### src/rtl/sec_min_countdown.sv
// mm:ss BCD countdown timer with load/start/pause control and a one-second tick divider.
// Optional feature macro: COUNTDOWN_AUTO_RELOAD_EN (reload the preset instead of stopping at 00:00).
module sec_min_countdown #(
    parameter int TICK_DIV = 100000000
) (
    input  logic       clk,
    input  logic       reset,
    input  logic       load,
    input  logic       start,
    input  logic       pause,
    input  logic [3:0] secUnits_in,
    input  logic [2:0] secTens_in,
    input  logic [3:0] minUnits_in,
    input  logic [2:0] minTens_in,
    output logic [3:0] secUnits,
    output logic [2:0] secTens,
    output logic [3:0] minUnits,
    output logic [2:0] minTens,
    output logic       running,
    output logic       done,
    output logic       done_pulse
);

    localparam int CW = (TICK_DIV > 2) ? $clog2(TICK_DIV) : 1;
    localparam logic [CW-1:0] TICK_LAST = CW'(TICK_DIV - 1);

    typedef enum logic [1:0] {
        S_IDLE  = 2'd0,
        S_RUN   = 2'd1,
        S_PAUSE = 2'd2,
        S_DONE  = 2'd3
    } state_t;

    state_t        r_state, w_state;
    logic [CW-1:0] r_cnt, w_cnt;
    logic [13:0]   r_val, w_val;
    logic [13:0]   r_rld, w_rld;
    logic          r_pulse, w_pulse;
    logic [13:0]   w_preset;

    function automatic logic [3:0] clamp_units(input logic [3:0] d);
        return (d > 4'd9) ? 4'd9 : d;
    endfunction

    function automatic logic [2:0] clamp_tens(input logic [2:0] d);
        return (d > 3'd5) ? 3'd5 : d;
    endfunction

    // Value is packed {minTens, minUnits, secTens, secUnits}; 00:00 saturates.
    function automatic logic [13:0] bcd_dec(input logic [13:0] v);
        logic [2:0] mt;
        logic [3:0] mu;
        logic [2:0] st;
        logic [3:0] su;
        {mt, mu, st, su} = v;
        if (v == 14'd0) begin
            return v;
        end else if (su != 4'd0) begin
            su = su - 4'd1;
        end else begin
            su = 4'd9;
            if (st != 3'd0) begin
                st = st - 3'd1;
            end else begin
                st = 3'd5;
                if (mu != 4'd0) begin
                    mu = mu - 4'd1;
                end else begin
                    mu = 4'd9;
                    mt = mt - 3'd1;
                end
            end
        end
        return {mt, mu, st, su};
    endfunction

    assign w_preset = {clamp_tens(minTens_in), clamp_units(minUnits_in),
                       clamp_tens(secTens_in), clamp_units(secUnits_in)};

    // Next-state, tick divider and digit update; load overrides every state.
    always_comb begin
        w_state = r_state;
        w_val   = r_val;
        w_rld   = r_rld;
        w_cnt   = r_cnt;
        w_pulse = 1'b0;
        if (load) begin
            w_val   = w_preset;
            w_rld   = w_preset;
            w_cnt   = '0;
            w_state = S_IDLE;
        end else begin
            case (r_state)
                S_IDLE, S_PAUSE: begin
                    if (start) begin
                        if (r_val == 14'd0) begin
                            w_state = S_DONE;
                        end else begin
                            w_state = S_RUN;
                        end
                    end else begin
                        w_state = r_state;
                    end
                end
                S_RUN: begin
                    if (pause) begin
                        w_state = S_PAUSE;
                    end else if (r_cnt != TICK_LAST) begin
                        w_cnt = r_cnt + CW'(1);
                    end else begin
                        w_cnt = '0;
`ifdef COUNTDOWN_AUTO_RELOAD_EN
                        if (r_val == 14'd0) begin
                            w_val = r_rld;
                        end else begin
                            w_val   = bcd_dec(r_val);
                            w_pulse = (w_val == 14'd0);
                        end
`else
                        w_val = bcd_dec(r_val);
                        if (w_val == 14'd0) begin
                            w_pulse = 1'b1;
                            w_state = S_DONE;
                        end else begin
                            w_state = S_RUN;
                        end
`endif
                    end
                end
                S_DONE:  w_state = S_DONE;
                default: w_state = S_IDLE;
            endcase
        end
    end

    // State and datapath registers with synchronous active-low reset.
    always_ff @(posedge clk) begin
        if (!reset) begin
            r_state <= S_IDLE;
            r_val   <= 14'd0;
            r_rld   <= 14'd0;
            r_cnt   <= '0;
            r_pulse <= 1'b0;
        end else begin
            r_state <= w_state;
            r_val   <= w_val;
            r_rld   <= w_rld;
            r_cnt   <= w_cnt;
            r_pulse <= w_pulse;
        end
    end

    assign {minTens, minUnits, secTens, secUnits} = r_val;
    assign running    = (r_state == S_RUN);
    assign done       = (r_state == S_DONE);
    assign done_pulse = r_pulse;

endmodule

### config.mk
export PLATFORM = sky130hd
export DESIGN_NAME = sec_min_countdown
export DESIGN_NICKNAME = d
export VERILOG_FILES = /design/src/rtl/sec_min_countdown.sv
export SDC_FILE = /design/constraint.sdc
export NUM_CORES = 1
export LEC_CHECK = 0
export CORE_UTILIZATION = 50
export DETAILED_ROUTE_END_ITERATION = 16
export HOLD_SLACK_MARGIN = 0.05
export PLACE_DENSITY = 0.82
export SLEW_MARGIN = 25
export SYNTH_ARGS = -nofsm -noshare
export SYNTH_HDL_FRONTEND = slang
export SYNTH_SLANG_ARGS = --single-unit
### constraint.sdc
create_clock -name clk -period 6.6 [get_ports clk]
set_clock_uncertainty 0.15 [all_clocks]
set_input_delay 1.65 -clock clk [delete_from_list [all_inputs] [get_ports clk]]
set_output_delay 1.65 -clock clk [all_outputs]
set_load 0.005 [all_outputs]
==> tab_implementation.tex <==
\begin{tabular}{lr}
\hline
Metric & Value \\
\hline
\multicolumn{2}{l}{\textbf{Clock tree}} \\
Total clock buffers created by CTS & 5 \\
Maximum number of buffers from clock root to sink & 2 \\
Clock tree from TritonCTS & yes \\
Num Clock Sinks & 44 \\
Post-CTS setup buffer count & 0 \\
Total of cells resized after clock tree synthesis & 0 \\
Clock tree root driver cell & sky130\_fd\_sc\_hd\_\_clkbuf\_8 \\
Clock input transition at the sequential cells of the worst setup and hold paths & 80 ps \\
Count of H-tree levels built during CTS & 2 \\
Clock network latency to the later pin of the worst-skew pair & between 300 and 400 ps \\
Hold Buf Count CTS & 0 \\
\multicolumn{2}{l}{\textbf{Global routing}} \\
Initial antenna violation count & 0 \\
Overall global routing resource usage & $\sim$22\% \\
Largest net degree at the start of global routing & 26 \\
Total congestion overflow after global routing & 0 \\
First-pass GRT wire length & slightly above 9000 um \\
Via count of the first global-routing pass & $\sim$2000 \\
\multicolumn{2}{l}{\textbf{Die}} \\
Core ar. & 4720 sq um \\
Y dimension of the die & 72.1 um \\
Site row count & 25 \\
Num ports & 36 \\
Initial core utilization & between 50\% and 60\% \\
Die outline width & between 70 and 80 um \\
Full die area & just over 5000 sq um \\
\multicolumn{2}{l}{\textbf{Power}} \\
Power, Total & between 0.5 and 0.6 mW \\
Power density over the cells & 193 nW/um\^{}2 \\
Peak ir drop on the vdd network & between 0.1 and 0.15 mV \\
Cell leakage power & $\sim$1 nW \\
\multicolumn{2}{l}{\textbf{Place}} \\
Port Buffer Count & 35 \\
HPWL after DPL & around 3800 um \\
GPL Wtd Cong & approximately 0.9 \\
\multicolumn{2}{l}{\textbf{Timing}} \\
Number of pins with negative max-slew slack in the final report & 0 \\
RSZ-0062 raised after global routing & no \\
Final period util & between 60\% and 70\% \\
Final critical path time including I/O delays and setup & approximately 4600 ps \\
Final-report setup violation count & 0 \\
Rel. slew slack & between 40\% and 50\% \\
Max Freq & between 200 and 250 MHz \\
Final TNS setup & 0 ps \\
Slew at the pin with the worst max-slew slack & between 800 and 900 ps \\
Hold Fails Final Rpt & 0 \\
\multicolumn{2}{l}{\textbf{Critical path}} \\
Endpoint required time on the critical path & 6610 ps \\
Reg-to-reg setup timing slack & approximately 3400 ps \\
Data arrival time of the worst path & around 4600 ps \\
Worst Setup Start Kind & input port \\
Startpoint of the worst-slack reg-to-reg timing path & r\_state[0]\$\_SDFFE\_PP0P\_ \\
Maximum fanout along the worst path & 25 \\
End of the worst register-to-register path & r\_cnt[22]\$\_SDFFE\_PP0P\_ \\
Max stage delay cell, worst path & sky130\_fd\_sc\_hd\_\_nand2\_1 \\
Critical path capture point type & flop \\
Critical Setup Path Class & input port to flop \\
Capturing element of the worst setup path & r\_cnt[22]\$\_SDFFE\_PP0P\_ \\
Cells along the critical path & clkdlybuf4s50\_1 > or3b\_1 > nor4\_4 > nand3\_2 > nand2\_1 > nor2\_1 \\
Number of cells on the worst reg-to-reg path & 5 \\
Worst setup path start & pause \\
Critical Path Max Stage Delay & between 700 and 800 ps \\
\multicolumn{2}{l}{\textbf{Cells and area}} \\
Area overhead of the layout relative to synthesis & 19.5\% \\
Nets & 350 \\
Most common cell after layout, fill and taps aside & sky130\_fd\_sc\_hd\_\_nor2\_1 \\
Share of post-route cells with drive strength above 1 & under 10\% \\
Filler cell count in the final layout & 411 \\
Final antenna diode count & 0 \\
Commonest cells after routing, fill and taps aside & sky130\_fd\_sc\_hd\_\_nor2\_1 (45), sky130\_fd\_sc\_hd\_\_dfxtp\_1 (44), sky130\_fd\_sc\_hd\_\_clkdlybuf4s50\_1 (35) \\
\multicolumn{2}{l}{\textbf{Synth}} \\
Post-synth net total & 320 \\
Warning count from the yosys run & 0 \\
Main synth FF type & sky130\_fd\_sc\_hd\_\_dfxtp\_1 \\
Number of cells produced by synthesis & between 200 and 300 \\
Total of flip-flops plus latches after synthesis & 44 \\
Synth unique cells & 51 \\
Average size of a mapped cell & approximately 8 sq um \\
Sequential cell area fraction in the yosys report & a little over a third \\
Fraction of registers with async set or reset after synthesis & 0\% \\
Cell area after synthesis & approximately 2500 sq um \\
Number of flops mapped to enable cells by yosys & 0 \\
\multicolumn{2}{l}{\textbf{Drt}} \\
DRC violation total after the first TritonRoute iteration & $\sim$140 \\
Antenna Nets Post-Route & 0 \\
Via total after detailed routing & $\sim$2300 \\
Post-DR wirelength/cell & roughly 14 um \\
Drc violations & 0 \\
Final WL & 5410 um \\
Pre-Repair DR Iteration Count & 4 \\
Post-detailed-route via-to-cell ratio & around 5.7 \\
\multicolumn{2}{l}{\textbf{Run status}} \\
Outcome & completed \\
\multicolumn{2}{l}{\textbf{Hold path}} \\
Min-Delay Path Class & flop to flop \\
\multicolumn{2}{l}{\textbf{Job}} \\
Max-cap violations & 0 \\
\hline
\end{tabular}
==> power by group <==
part,total (mW),internal [mW],leakage (nW),switching (mW)
clock network,0.211,0.112,0.0541,0.0986
logic,0.0736,0.0372,0.584,0.0364
registers,0.282,0.271,0.357,0.0108
==> how the worst min path moves through the flow <==
stage / startpoint / to / slack, ps / depth (start not counted)
detailed placement: r_cnt[26]$_SDFFE_PP0P_ / r_cnt[26]$_SDFFE_PP0P_ / 330 / 2
CTS: r_cnt[26]$_SDFFE_PP0P_ / r_cnt[26]$_SDFFE_PP0P_ / 340 / 2
global route: r_cnt[26]$_SDFFE_PP0P_ / r_cnt[26]$_SDFFE_PP0P_ / 370 / 2
finish: r_cnt[26]$_SDFFE_PP0P_ / r_cnt[26]$_SDFFE_PP0P_ / 340 / 2
floorplan: r_cnt[26]$_SDFFE_PP0P_ / r_cnt[26]$_SDFFE_PP0P_ / 300 / 2
global placement: r_cnt[26]$_SDFFE_PP0P_ / r_cnt[26]$_SDFFE_PP0P_ / 310 / 2
==> registers in the layout, indices dropped and copies added (netlist names) <==
signal,flops
done_pulse,1
r_cnt,27
r_state,2
r_val,14
==> cells by family (layout without fill, tap and decap cells) <==
| group | after synthesis | count (layout) | synth area share, % |
|---|---|---|---|
| AND/OR/NAND/NOR | 157 | 157 | 35.4 |
| AO/OA/AOI/OAI | 44 | 44 | 12.2 |
| flip-flops | 44 | 44 | 35.9 |
| XOR/XNOR | 24 | 24 | 8.56 |
| buffers and inverters | 20 | 51 | 3.92 |
| multiplexers | 5 | 5 | 2.09 |
| adder cells (fa/ha/maj) | 4 | 4 | 1.94 |
==> cell usage after synthesis (all sizes together) (7+ instances only) <==
library cell	number	area share, %
xnor2	7	2.5
dfxtp	44	36
nand2	23	3.5
nand3	20	4.3
nor3	8	1.6
nand4	13	3.3
buf	7	1.9
nor4	8	4.0
nor2	45	6.9
a21oi	8	1.6
and3	11	2.8
xor2	17	6.1
inv	8	1.2
o21ai	10	2.0
==> layer usage <==
metal	GRT usage, %	routed length, um
met5	0	0
met4	6.97	80
met3	5.00	282
met2	35.4	2460
met1	30.3	2590
==> critical path, delay by kind of cell <==
family | cells | cell delay [ps]
buffers and inverters | 1 | 440
and+or+nand+nor | 5 | 2460
==> through the flow <==
step	hold slack (ps)	util (%)	worst slack, ps	area (sq um)	cells
4_1_cts	340	62.1	2030	2930	396
6_report	339	62.1	2050	2930	396
5_1_grt	368	62.1	1760	2930	396
3_3_place_gp	314	59.8	1850	2820	388
2_1_floorplan	303	-	3120	2450	298
3_5_place_dp	328	59.8	1710	2820	388
==> layout make-up <==
type,instances,area [sq um],area share [%]
multi-input combinational,234,1480,50.4
clock buffer,5,68.8,2.35
sequential,44,881,30.0
clock inverter,3,42.5,1.45
timing repair buffer,35,350,11.9
tap,67,83.8,2.86
inverter,8,30.0,1.02
(Power assumes the default switching activity.)
